`src/rtl/imem_boot_ctrl_pkg.sv`:
```
// Shared definitions for the instruction-RAM boot sequencer: state encoding,
// default RAM geometry and checksum width.
package imem_boot_ctrl_pkg;

    localparam int IMEM_DEPTH  = 128;
    localparam int IMEM_ADDR_W = $clog2(IMEM_DEPTH);
    localparam int IMEM_DATA_W = 32;
    localparam int CSUM_W      = 32;

    typedef enum logic [2:0] {
        ST_IDLE   = 3'd0,
        ST_LOAD   = 3'd1,
        ST_SETTLE = 3'd2,
        ST_RUN    = 3'd3,
        ST_ERR    = 3'd4
    } boot_state_t;

endpackage

```
`src/rtl/imem_boot_ctrl_req_edge_det.sv`:
```
// Rising/falling edge detector for a level request, using one history register.
// Edges are decoded combinationally against the registered previous level.
module req_edge_det (
    input  logic clk,
    input  logic rst_n,
    input  logic req,
    output logic rise,
    output logic fall
);

    logic req_q;

    always_ff @(posedge clk or negedge rst_n) begin
        if (!rst_n) begin
            req_q <= 1'b0;
        end else begin
            req_q <= req;
        end
    end

    assign rise = req & ~req_q;
    assign fall = ~req & req_q;

endmodule

```
`src/rtl/imem_boot_ctrl.sv`:
```
// Boot sequencer: streams a program image into the instruction RAM, keeps a
// running checksum and holds the core in reset-PC until the image is complete.
module imem_boot_ctrl
    import imem_boot_ctrl_pkg::*;
#(
    parameter int DEPTH  = IMEM_DEPTH,
    parameter int DATA_W = IMEM_DATA_W,
    localparam int ADDR_W = $clog2(DEPTH)
) (
    input  logic              clk,
    input  logic              rst_n,
    input  logic              load_req,
    input  logic              ld_valid,
    output logic              ld_ready,
    input  logic [DATA_W-1:0] ld_data,
    input  logic              ld_last,
    output logic              imem_we,
    output logic [ADDR_W-1:0] imem_addr,
    output logic [DATA_W-1:0] imem_wdata,
    output logic              core_run,
    output logic              busy,
    output logic              done,
    output logic [ADDR_W:0]   word_cnt,
    output logic [CSUM_W-1:0] checksum,
    output logic              err_overflow
);

    localparam logic [ADDR_W:0] CNT_ONE  = (ADDR_W+1)'(1);
    localparam logic [ADDR_W:0] CNT_LAST = (ADDR_W+1)'(DEPTH - 1);

    boot_state_t state, next_state;
    logic        load_req_rise;
    logic        load_req_fall;
    logic        transfer;
    logic        load_start;

    req_edge_det u_req_edge (
        .clk   (clk),
        .rst_n (rst_n),
        .req   (load_req),
        .rise  (load_req_rise),
        .fall  (load_req_fall)
    );

    always_ff @(posedge clk or negedge rst_n) begin
        if (!rst_n) begin
            state <= ST_IDLE;
        end else begin
            state <= next_state;
        end
    end

    // LOAD is only entered on a rising edge, so a falling edge there is
    // exactly the "request withdrawn" abort condition.
    always_comb begin
        next_state = state;
        unique case (state)
            ST_IDLE: begin
                if (load_req_rise) next_state = ST_LOAD;
            end
            ST_LOAD: begin
                if (load_req_fall) begin
                    next_state = ST_IDLE;
                end else if (ld_valid && ld_last) begin
                    next_state = ST_SETTLE;
                end else if (ld_valid && (word_cnt == CNT_LAST)) begin
                    next_state = ST_ERR;
                end
            end
            ST_SETTLE: next_state = ST_RUN;
            ST_RUN: begin
                if (load_req_rise) next_state = ST_LOAD;
            end
            ST_ERR: begin
                if (load_req_rise) next_state = ST_LOAD;
            end
            default: next_state = ST_IDLE;
        endcase
    end

    always_comb begin
        ld_ready   = (state == ST_LOAD);
        busy       = (state == ST_LOAD) || (state == ST_SETTLE);
        transfer   = ld_ready && ld_valid;
        load_start = (next_state == ST_LOAD) && (state != ST_LOAD);
    end

    // Registered outputs; core_run follows next_state so it drops in the
    // same cycle ld_ready rises on a reload from RUN.
    always_ff @(posedge clk or negedge rst_n) begin
        if (!rst_n) begin
            imem_we      <= 1'b0;
            imem_addr    <= '0;
            imem_wdata   <= '0;
            core_run     <= 1'b0;
            done         <= 1'b0;
            word_cnt     <= '0;
            checksum     <= '0;
            err_overflow <= 1'b0;
        end else begin
            imem_we  <= transfer;
            core_run <= (next_state == ST_RUN);
            if (transfer) begin
                imem_addr  <= word_cnt[ADDR_W-1:0];
                imem_wdata <= ld_data;
            end
            if (load_start) begin
                word_cnt     <= '0;
                checksum     <= '0;
                done         <= 1'b0;
                err_overflow <= 1'b0;
            end else begin
                if (transfer) begin
                    word_cnt <= word_cnt + CNT_ONE;
                    checksum <= checksum + CSUM_W'(ld_data);
                end
                if (state == ST_SETTLE) done <= 1'b1;
                if (next_state == ST_ERR) err_overflow <= 1'b1;
            end
        end
    end

endmodule

```
`config.mk`:
```
export PLATFORM = sky130hd
export DESIGN_NAME = imem_boot_ctrl
export DESIGN_NICKNAME = d
export VERILOG_FILES = /design/src/rtl/imem_boot_ctrl_pkg.sv /design/src/rtl/imem_boot_ctrl_req_edge_det.sv /design/src/rtl/imem_boot_ctrl.sv
export SDC_FILE = /design/constraint.sdc
export NUM_CORES = 1
export LEC_CHECK = 0
export CAP_MARGIN = 20
export CORE_MARGIN = 4
export CORE_UTILIZATION = 30
export DETAILED_ROUTE_END_ITERATION = 12
export PLACE_DENSITY = 0.56
export RECOVER_POWER = 25
export REMOVE_ABC_BUFFERS = 1
export SLEW_MARGIN = 5
export SYNTH_ARGS = -nofsm -noshare
export SYNTH_HDL_FRONTEND = slang
export SYNTH_SLANG_ARGS = --single-unit
```
`constraint.sdc`:
```
create_clock -name clk -period 6.2 [get_ports clk]
set_input_delay 1.24 -clock clk [delete_from_list [all_inputs] [get_ports clk]]
set_output_delay 1.24 -clock clk [all_outputs]
set_load 0.05 [all_outputs]
```
Word level (Yosys, flattened, before mapping)
Index checks and enable logic that the tools add are counted.
{ "classes": {"addsub": 2, "mul": 0, "div": 0, "magnitude_cmp": 0, "n_eq_ne": 9, "shifts": 0, "muxes": 13, "bitwise": 4, "n_reduce_logical": 10} }
{ "op_table": {"columns": ["op", "n"], "rows": [
  ["2-to-1 mux 32 bit", 2],
  ["adder 32 bit", 1],
  ["2-to-1 mux 8 bit", 2],
  ["2-to-1 mux 3 bit", 4],
  ["equality test 3 x 2 -> 1 bit, second input constant", 3],
  ["one-hot mux 3 bit (3 select lines)", 1],
  ["adder 8 x 1 -> 8 bit, second input constant", 1],
  ["equality test 8 x 7 -> 1 bit, second input constant", 1],
  ["equality test 3 x 1 -> 1 bit, second input constant", 2],
  ["equality test 3 bit, second input constant", 2],
  ["nonzero test 2 bit", 3],
  ["logical AND 1 bit", 4],
  ["2-to-1 mux 1 bit", 4],
  ["zero test 3 bit", 1],
  ["inequality test 3 x 1 -> 1 bit, second input constant", 1],
  ["OR reduction 3 bit", 1],
  ["AND 1 bit", 2],
  ["inverter 1 bit", 2],
  ["logical OR 1 bit", 1]
]} }
{ "totals": {"reg_bits": 87, "latchBits": 0, "ramBits": 0, "rom_bits": 0, "in_bits": 37, "output_inout_bits": 85, "elab_cells": 48, "mem_count": 0} }

Longest topological paths before layout
Gate-level depths: netlist of run 1.
{ "depth": {"word_depth": 9, "ltp_mapped": 10, "depth_no_buf": 10} }

By module
From an unflattened synthesis of run 1, not the netlist that was laid out.
{ "hier_totals": {"cells_unflattened": 590, "hier_area_um2": 5154.9} }
{ "modules_own_cells": {"columns": ["mod", "instances", "cells_per_inst", "area_each_um2", "seq_area_each_um2"], "rows": [
  ["imem_boot_ctrl", 1, 587, 5114.9, 2152.1],
  ["req_edge_det", 1, 3, 40.0, 25.0]
]} }

Worst setup path after synthesis of run 1
No wires, ideal clock.
{ "synth_path": {"kind": "input to register", "start": "in ld_data[0]", "end": "reg checksum[30]", "setup_ps": 131, "arrival_time_ps": 3251, "path_slack_ps": 2818, "path_stages": 10, "path_buffers": 0, "cell_sequence": "ha_1 fa_1 a211oi_2 o21ai_2 a2111o_1 nand2_2 o211ai_4 a311oi_2 xor2_1 o21ai_1"} }
{ "synth_via": {"elab_chain_len": 3} }
{ "synth_lines": {"columns": ["item", "line_no", "source"], "rows": [
  ["start: declaration", "imem_boot_ctrl.sv:15", "input logic [DATA_W-1:0] ld_data,"],
  ["adder 32 bit", "imem_boot_ctrl.sv:115", "checksum <= checksum + CSUM_W'(ld_data);"],
  ["2-to-1 mux 32 bit", "imem_boot_ctrl.sv:113", "if (transfer) begin"],
  ["2-to-1 mux 32 bit", "imem_boot_ctrl.sv:107", "if (load_start) begin"],
  ["end signal: assignment", "imem_boot_ctrl.sv:115", null],
  ["end: declaration", "imem_boot_ctrl.sv:24", "output logic [CSUM_W-1:0] checksum,"]
]} }
No other way between the ends. The select of a mux whose other input is x is not followed.
A chain may end at the register's enable or synchronous reset.

Worst setup path in the final report of run 1
Ends and elaborated chain as after synthesis.

==> impl_metrics.yaml, run 1 <==
status:
  status: "finished with violations"
  violations: "capacitance limit, slew limit"
critical_path:
  r2r-end: "checksum[30]"
  required_ns: 6.40
  crit_path_max_fanout: 3
  crit_arrival_ns: 3.91
  rrSetupSlack_ns: 3.44
  worst_setup_path_start_kind: "primary input"
  critPathKind: "in -> reg"
  crit_path_end_kind: "flop"
  reg2regPathDepth: 10
  r2r-start: "checksum[0]"
  crit_start: "ld_data[0]"
timing:
  max_freq_ghz: 0.2697
  drv_slew: 90
  post-route-period-util_pct: 59.81
  rsz0062_at_grt: "false"
  finalCriticalPeriod_ns: 3.708
  setup_violations: 0
  tightest_slew_ns: 1.809
  slew_headroom_pct: -20.59
  hold_viol_final: 0
  skew_ns: 0.009831
  finalSetupTns_ns: 0
drt:
  drt_iter0_markers: 222
  vias_per_cell: 4.937
  dr.pass1.iters: 4
  wl_um: 14570
  vias: 4547
  detail-route-antenna-nets: 0
  wire_per_inst_um: 15.82
  drc_errors: 0
clock_tree:
  hold_buffers: 0
  clkTransAtPathRegs_ns: 0.06
  cts.sinks: 87
  root_buffer: "clkbuf_16"
  cts_tree: "built"
  clkLatencyLatePin_ns: 0.35
  post_cts_resize_count: 0
  cts_buffers: 9
  post_cts_buffers: 0
  htree_levels: 3
  cts.path.max_buffers: 2
logic_synthesis:
  syn_avg_cell_area_um2: 8.863
  ys_seq_area_share_pct: 42.06
  synth_edf_count: 0
  synth_area_um2: 5176
  netlist.area_leader.share_pct: 42.06
  ys_seq_elements: 87
  yosys-top-cells-area: "dfrtp_1 (42%), nand2_1 (13%), ha_1 (7.7%)"
  async_reset_ff_share_pct: 100.0
  synth_cells: 584
  synthFlopType: "dfrtp_1"
  synth.distinct_cells: 68
  synth_warnings: 0
  synth_area_leader_cell: "dfrtp_1"
power:
  total_leakage_power_uw: 0.003139
  p_per_area_nw_per_um2: 593.7
  irDropWorstVdd_mv: 0.2524
finish:
  fill_cells: 1683
  multi_input_area_um2: 2864
  final_common_cell: "nand2_1"
  final_cell_mix: "nand2_1 (173), clkdlybuf4s50_1 (119), dfrtp_1 (87)"
  fin_nets: 766
  synthToLayoutAreaGrowth_pct: 33.31
  drive_gt1_share_pct: 6.562
  utilization_pct: 41.17
  diodes: 0
  seqCellArea_um2: 2177
flow_run:
  drv_cap: 2
die:
  fp.dieH_um: 139.4
  dieArea_um2: 19420
  rows: 47
  die_w_um: 139.4
  coreArea_um2: 16760
  initial_core_util_pct: 30.88
  pin_count: 122
worst_hold_path:
  hold_class: "reg -> reg"
  min_from: "imem_wdata[2]"
  hold_depth: 2
  hold_end: "imem_wdata[2]"
place:
  gp_congestion: 0.8568
  port_buffers: 121
  dp_hpwl_um: 10330
grt:
  grt_pass1_wl_um: 24270
  gr-usage-all-layers_pct: 15.36
  antenna_found_initial: 0
  grt_max_degree: 89
  overflow: 0
  first_global_vias: 4656
-- Yosys cell counts, drive strengths merged, types with 2 or more instances --
cell type	instances
o211ai	4
nand2	175
o21ai	37
a211oi	5
o21a	5
o2bb2ai	2
nor2	28
mux2i	4
nand3b	2
o22ai	14
ha	32
a32o	2
xnor2	18
nor2b	3
o31ai	4
nand4	7
or3	4
a21o	15
and3	3
o21bai	8
nand3	7
and2	2
nor4	2
dfrtp	87
clkbuf	19
nor4b	2
nor3	4
nand2b	3
a31oi	8
buf	6
a21oi	34
xor2	15
inv	9
-- stage by stage --
| stage | cells | power [uW] | hold WS [ns] | instance area, um^2 | setup WS (ns) |
|---|---|---|---|---|---|
| after floorplan | 559 | 2749 | 0.5284 | 5065 | 1.931 |
| after global placement | 904 | 3494 | 0.4568 | 6589 | 2.132 |
| after detailed placement | 905 | 3541 | 0.4615 | 6600 | 2.124 |
| after CTS | 921 | 4148 | 0.4769 | 6907 | 2.487 |
| after global routing | 921 | 4380 | 0.5036 | 6900 | 1.848 |
| final | 921 | 4097 | 0.4695 | 6900 | 2.492 |
-- routing by layer --
metal | GRT usage (%) | share of wire [%]
met1 | 19.69 | 47
met2 | 25.22 | 46
met3 | 4.014 | 5.2
met4 | 5.252 | 1.9
met5 | 0 | 0
-- how the worst max path moves through the flow --
stage,endpoint,depth (start not counted)
2_1_floorplan,checksum[7],4
3_3_place_gp,checksum[30],11
3_5_place_dp,checksum[30],11
4_1_cts,checksum[30],11
5_1_grt,imem_wdata[1],2
6_report,checksum[30],11
-- critical path, stage by stage --
cell,delay (ns)
clkdlybuf4s50_1,0.43
ha_1,0.26
fa_1,0.46
a211oi_2,0.28
o21ai_2,0.13
a2111o_1,0.39
nand2_2,0.13
o211ai_4,0.11
a311oi_2,0.23
xor2_1,0.17
o21ai_1,0.07
-- power breakdown --
group          switching (uW)  internal, uW
sequential                164           788
clock                     224           352
combinational            1670           900
total                    2060          2040
-- cells by family after synthesis --
family / share of synthesized area [%]
xor gates and xnor gates: 5.584
and+or+nand+nor: 20.55
DFF: 42.06
buffers and inverters: 2.804
adders and majority gates: 8.122
muxes: 0.7735
AOI/OAI and AO/OA: 20.11
-- final cells by class --
class,count,area share [%]
Clock inverter,4,1.015
Timing Repair Buffer,126,18.02
Multi-Input combinational cell,463,41.51
Inverter,9,0.4896
Sequential cell,87,31.55
Clock buffer,12,3.427
Tap cell,220,3.989
-- state kept, by name (all words and copies together), names as in the netlist --
name	count
done	1
checksum	32
err_overflow	1
imem_we	1
core_run	1
state	3
u_req_edge.req_q	1
imem_addr	7
word_cnt	8
imem_wdata	32
(Power assumes the default switching activity.)
==> inputs of run 2 (changes only) <==
--- a/config.mk
+++ b/config.mk
@@ -9,7 +9,7 @@
 export CORE_MARGIN = 4
 export CORE_UTILIZATION = 30
 export DETAILED_ROUTE_END_ITERATION = 12
-export PLACE_DENSITY = 0.56
+export PLACE_DENSITY = 0.58
 export RECOVER_POWER = 25
 export REMOVE_ABC_BUFFERS = 1
 export SLEW_MARGIN = 5
==> constraint.sdc (replaced) <==
create_clock -name clk -period 3.1 [get_ports clk]
set_input_delay 0.62 -clock clk [delete_from_list [all_inputs] [get_ports clk]]
set_output_delay 0.62 -clock clk [all_outputs]
set_load 0.05 [all_outputs]
==> run 2 against run 1 <==
The flow now finishes without violations. Register-to-register slack got worse by 3.0 ns. Critical endpoint unchanged. Largest cell class unchanged. Utilization rose by 1.5 points. Critical path type unchanged. Die area did not move. Clock-buffer cell count rose by 1.
==> impl_metrics.yaml, run 2 (synthesis gave the netlist of run 1 again) <==
timing:
  skew_ns: 0.008164
  drv_slew: 0
  tightest_slew_ns: 1.311
  hold_viol_final: 0
  max_freq_ghz: 0.3350
  finalCriticalPeriod_ns: 2.985
  slew_headroom_pct: 12.59
  finalSetupTns_ns: 0
  setup_violations: 0
  post-route-period-util_pct: 96.28
drt:
  dr.pass1.iters: 8
  vias_per_cell: 4.852
  drt_iter0_markers: 187
  vias: 4619
  wl_um: 14390
  wire_per_inst_um: 15.12
  drc_errors: 0
  detail-route-antenna-nets: 0
clock_tree:
  cts.path.max_buffers: 2
  clkLatencyLatePin_ns: 0.35
  cts.sinks: 87
  root_buffer: "clkbuf_16"
  cts_buffers: 9
  cts_tree: "built"
  clkTransAtPathRegs_ns: 0.06
  htree_levels: 3
die:
  fp.dieH_um: 139.4
  die_w_um: 139.4
  pin_count: 122
  initial_core_util_pct: 30.88
  coreArea_um2: 16760
  rows: 47
  dieArea_um2: 19420
power:
  irDropWorstVdd_mv: 0.4588
  p_total_uw: 8366
  total_leakage_power_uw: 0.003290
  p_per_area_nw_per_um2: 1171
critical_path:
  r2r-start: "checksum[0]"
  crit_path_max_fanout: 3
  crit_arrival_ns: 3.20
  critPathKind: "in -> reg"
  worst_setup_path_start_kind: "primary input"
  crit_start: "ld_data[0]"
  crit_path_end_kind: "flop"
  required_ns: 3.32
worst_hold_path:
  hold_class: "reg -> reg"
  min_from: "imem_wdata[2]"
flow_run:
  drv_cap: 0
finish:
  fin_nets: 797
  top_regs: "checksum (32), imem_wdata (32), word_cnt (8)"
  fill_cells: 1641
  seqCellArea_um2: 2177
  synthToLayoutAreaGrowth_pct: 38.05
  fin_area_um2: 7146
  final_common_cell: "nand2_1"
  drive_gt1_share_pct: 10.93
  final_cell_mix: "nand2_1 (173), clkdlybuf4s50_1 (119), dfrtp_1 (87)"
  multi_input_area_um2: 2885
  diodes: 0
grt:
  first_global_vias: 4657
  antenna_found_initial: 0
  overflow: 0
  grt_max_degree: 53
  grt_pass1_wl_um: 23600
  gr-usage-all-layers_pct: 14.94
place:
  post_dp_cell_area_um2: 6834
  dp_hpwl_um: 10840
  gp_congestion: 0.8528
  port_buffers: 121
status:
  status: "finished clean"
## run 2: changes by cell type in the layout (fill, tap and decap cells not counted), sizes merged
cell | previous run | this run
bufinv | 2 | 1
dlymetal6s4s | 0 | 1
clkinv | 2 | 1
buf | 4 | 35
clkinvlp | 0 | 1
## run 2: power breakdown
| part | leakage (uW) | total [uW] | internal, uW | switching, uW |
|---|---|---|---|---|
| logic | 0.00204 | 5390 | 1990 | 3400 |
| clock network | 0.000140 | 1090 | 646 | 442 |
| registers | 0.00111 | 1890 | 1580 | 316 |
## run 2: area by class of cell
| class | count | share of cell area, % |
|---|---|---|
| clock buffer | 13 | 3.502 |
| inverter | 9 | 0.4728 |
| tap | 220 | 3.852 |
| timing repair buffer | 157 | 20.73 |
| clock inverter | 3 | 0.5953 |
| multi-input combinational | 463 | 40.38 |
| sequential | 87 | 30.47 |
## run 2: per-layer routing
layer  vias to the layer above  routed length [um]  global-route usage, %
met5                         -                   0                      0
met4                         0                 270                  5.716
met3                        15                 627                  2.950
met2                       107                6772                  24.43
met1                      2189                6721                  19.56
li1                       2308                   -                      -
## run 2: metrics by stage
stage | hold WS [ns] | utilization (%) | instances | setup slack [ns]
2_1_floorplan | 0.3244 | - | 559 | -0.9272
3_3_place_gp | 0.4576 | 40.78 | 935 | -0.2636
3_5_place_dp | 0.4613 | 40.78 | 935 | -0.2954
4_1_cts | 0.3301 | 42.52 | 951 | 0.08005
5_1_grt | 0.4966 | 42.64 | 952 | -0.01127
6_report | 0.4705 | 42.64 | 952 | 0.1153
## run 2: worst max-delay path: stages
cell	delay (ns)
clkdlybuf4s50_1	0.44
ha_1	0.25
fa_2	0.38
a211oi_2	0.31
o21ai_2	0.13
a2111o_1	0.38
nand2_2	0.11
o211ai_4	0.11
a311oi_2	0.23
xor2_1	0.17
o21ai_1	0.08
## run 2: worst paths after layout
kind	to	slack [ns]	cells past startpoint
max reg2reg	checksum[30]	0.45	10
max in group asynchronous	checksum[14]	0.58	2
min reg2reg	imem_wdata[2]	0.47	2
max	checksum[30]	0.12	11
min in group asynchronous	imem_wdata[2]	0.55	1
min	imem_wdata[2]	0.47	2
## run 2: timing repair
action,4_1_cts,5_1_grt
buffers inserted,0,1
endpoints found under the hold margin,0,0
resized for setup,0,4
setup endpoints to repair,0,5
hold buffers,0,0
==> inputs of run 3 (changes only) <==
==> constraint.sdc (replaced) <==
create_clock -name clk -period 3.1 [get_ports clk]
set_input_delay 0.775 -clock clk [delete_from_list [all_inputs] [get_ports clk]]
set_output_delay 0.775 -clock clk [all_outputs]
set_load 0.05 [all_outputs]
==> run 3 against run 2 <==
The run now ends with capacitance limit, slew limit left. First-iteration DRC count grew 9.1%. Power up 2.5%. Clock skew increased by 0.0039 ns. Final area grew 3.2%. Sequential power is essentially flat. Global-route usage grew 0.71 points. Flip-flop and latch count stayed put. Utilization grew 1.4 points. Sequential share of layout area fell by 0.94 points. Critical path depth unchanged. Clock-buffer cell count is the same. Wire length up 2.7%. Critical path type unchanged. Largest cell class unchanged.
==> impl_metrics.yaml, run 3 (synthesis gave the netlist of run 1 again) <==
status:
  status: "finished with violations"
  violations: "capacitance limit, slew limit"
finish:
  diodes: 0
  fin_nets: 825
  final_cell_mix: "nand2_1 (173), clkdlybuf4s50_1 (117), dfrtp_1 (87)"
  layout.cells.non_filler: 980
  drive_gt1_share_pct: 14.21
  final_common_cell: "nand2_1"
  synthToLayoutAreaGrowth_pct: 42.45
  top_regs: "checksum (32), imem_wdata (32), word_cnt (8)"
  fill_cells: 1670
timing:
  finalCriticalPeriod_ns: 2.959
  hold_viol_final: 0
  drv_slew: 35
  skew_ns: 0.01209
  setup_violations: 0
  post-route-period-util_pct: 95.46
  finalSetupTns_ns: 0
  rsz0062_at_grt: "false"
  slew_headroom_pct: -31.36
  max_freq_ghz: 0.3379
  tightest_slew_ns: 1.970
  fin_hold_ws_ns: 0.4738
critical_path:
  cp_num_buf_inv: 1
  crit_arrival_ns: 3.18
  worst_setup_path_start_kind: "primary input"
  critPathKind: "in -> reg"
  crit_path_max_fanout: 3
  cp_cell_sequence: "dlygate4sd2_1 -> ha_2 -> fa_2 -> a211oi_4 -> o21ai_2 -> a2111o_1 -> nand2_2 -> o211ai_4 -> a311oi_2 -> xor2_1 -> o21ai_1"
  crit_path_max_incr_delay_ns: 0.43
  slowest_stage: "fa_2"
  required_ns: 3.32
  rrSetupSlack_ns: 0.40
  crit_path_end_kind: "flop"
  path_delay_family: "compound AO/OA/AOI/OAI gates"
power:
  p_per_area_nw_per_um2: 1163
  irDropWorstVdd_mv: 0.4541
  total_leakage_power_uw: 0.003429
clock_tree:
  cts.sinks: 87
  root_buffer: "clkbuf_16"
  clkTransAtPathRegs_ns: 0.06
  htree_levels: 3
  cts_buffers: 9
  cts.path.max_buffers: 2
  clkLatencyLatePin_ns: 0.35
  cts_tree: "built"
  hold_buffers: 0
flow_run:
  drv_cap: 1
die:
  die_w_um: 139.4
  fp.dieH_um: 139.4
  coreArea_um2: 16760
  initial_core_util_pct: 30.88
  pin_count: 122
  dieArea_um2: 19420
  rows: 47
drt:
  vias: 4759
  wl_um: 14790
  vias_per_cell: 4.856
  dr.pass1.iters: 4
  drc_errors: 0
  wire_per_inst_um: 15.09
  detail-route-antenna-nets: 0
  drt_iter0_markers: 204
place:
  gp_congestion: 0.8672
  dp_hpwl_um: 10920
  dp_cells: 963
  port_buffers: 121
grt:
  gr-usage-all-layers_pct: 15.64
  antenna_found_initial: 0
  grt_max_degree: 56
  first_global_vias: 5038
  overflow: 0
  grt_pass1_wl_um: 25130
worst_hold_path:
  hold_class: "reg -> reg"
-- run 3: cell count changes in the layout (fill, tap and decap cells not counted), moves of 2 or more --
cell and delta:
buf_4 +28, a211oi_2 -3, ha_2 +2, clkdlybuf4s50_1 -2, ha_1 -2, a211oi_1 +2
-- run 3: path summary, 6_finish.rpt --
path	start	cells after the start	end
max in group asynchronous	rst_n	1	word_cnt[0]
min in group asynchronous	rst_n	1	checksum[3]
setup reg to reg	checksum[0]	10	checksum[30]
hold reg to reg	imem_wdata[0]	2	imem_wdata[0]
hold / removal	imem_wdata[0]	2	imem_wdata[0]
setup / recovery	ld_data[0]	11	checksum[30]
-- run 3: per-layer routing --
metal	routed length, um	share of wire (%)	track usage [%]
met1	6849	46	20.11
met2	6996	47	26.21
met3	690	4.7	3.362
met4	247	1.7	5.201
met5	0	0	0
-- run 3: cell type report --
cell class                      count  area [um^2]  share of cell area [%]
Multi-Input combinational cell    463         2895                   39.27
Inverter                            9        33.78                  0.4582
Clock buffer                       13        250.2                   3.394
Tap cell                          220        275.3                   3.733
Sequential cell                    87         2177                   29.53
Timing Repair Buffer              185         1699                   23.04
Clock inverter                      3        42.54                  0.5770
-- run 3: where the power goes --
group / switching [uW] / internal [uW]
clock network: 459 / 647
registers: 321 / 1580
logic: 3440 / 2130
-- run 3: repair_timing --
action,CTS,global route
pin swaps,7,8
gates cloned,0,0
resized for setup,4,4
endpoints found under the setup margin,7,6
setup buffers,1,0
-- run 3: stage by stage --
stage / worst slack [ns] / instance area [um^2] / total power [uW] / utilization [%]
6_report: 0.1409 / 7373 / 8575 / 43.99
3_3_place_gp: -0.4194 / 7044 / 7394 / 42.03
3_5_place_dp: -0.4511 / 7044 / 7466 / 42.03
4_1_cts: 0.001471 / 7357 / 8647 / 43.90
2_1_floorplan: -0.9272 / 5065 / 5498 / -
5_1_grt: 0.01725 / 7373 / 9176 / 43.99
-- run 3: worst min-delay path: stages, from the launching register on --
cell     delay (ns)
dfrtp_1        0.34
nand2_1        0.05
nand2_1        0.05
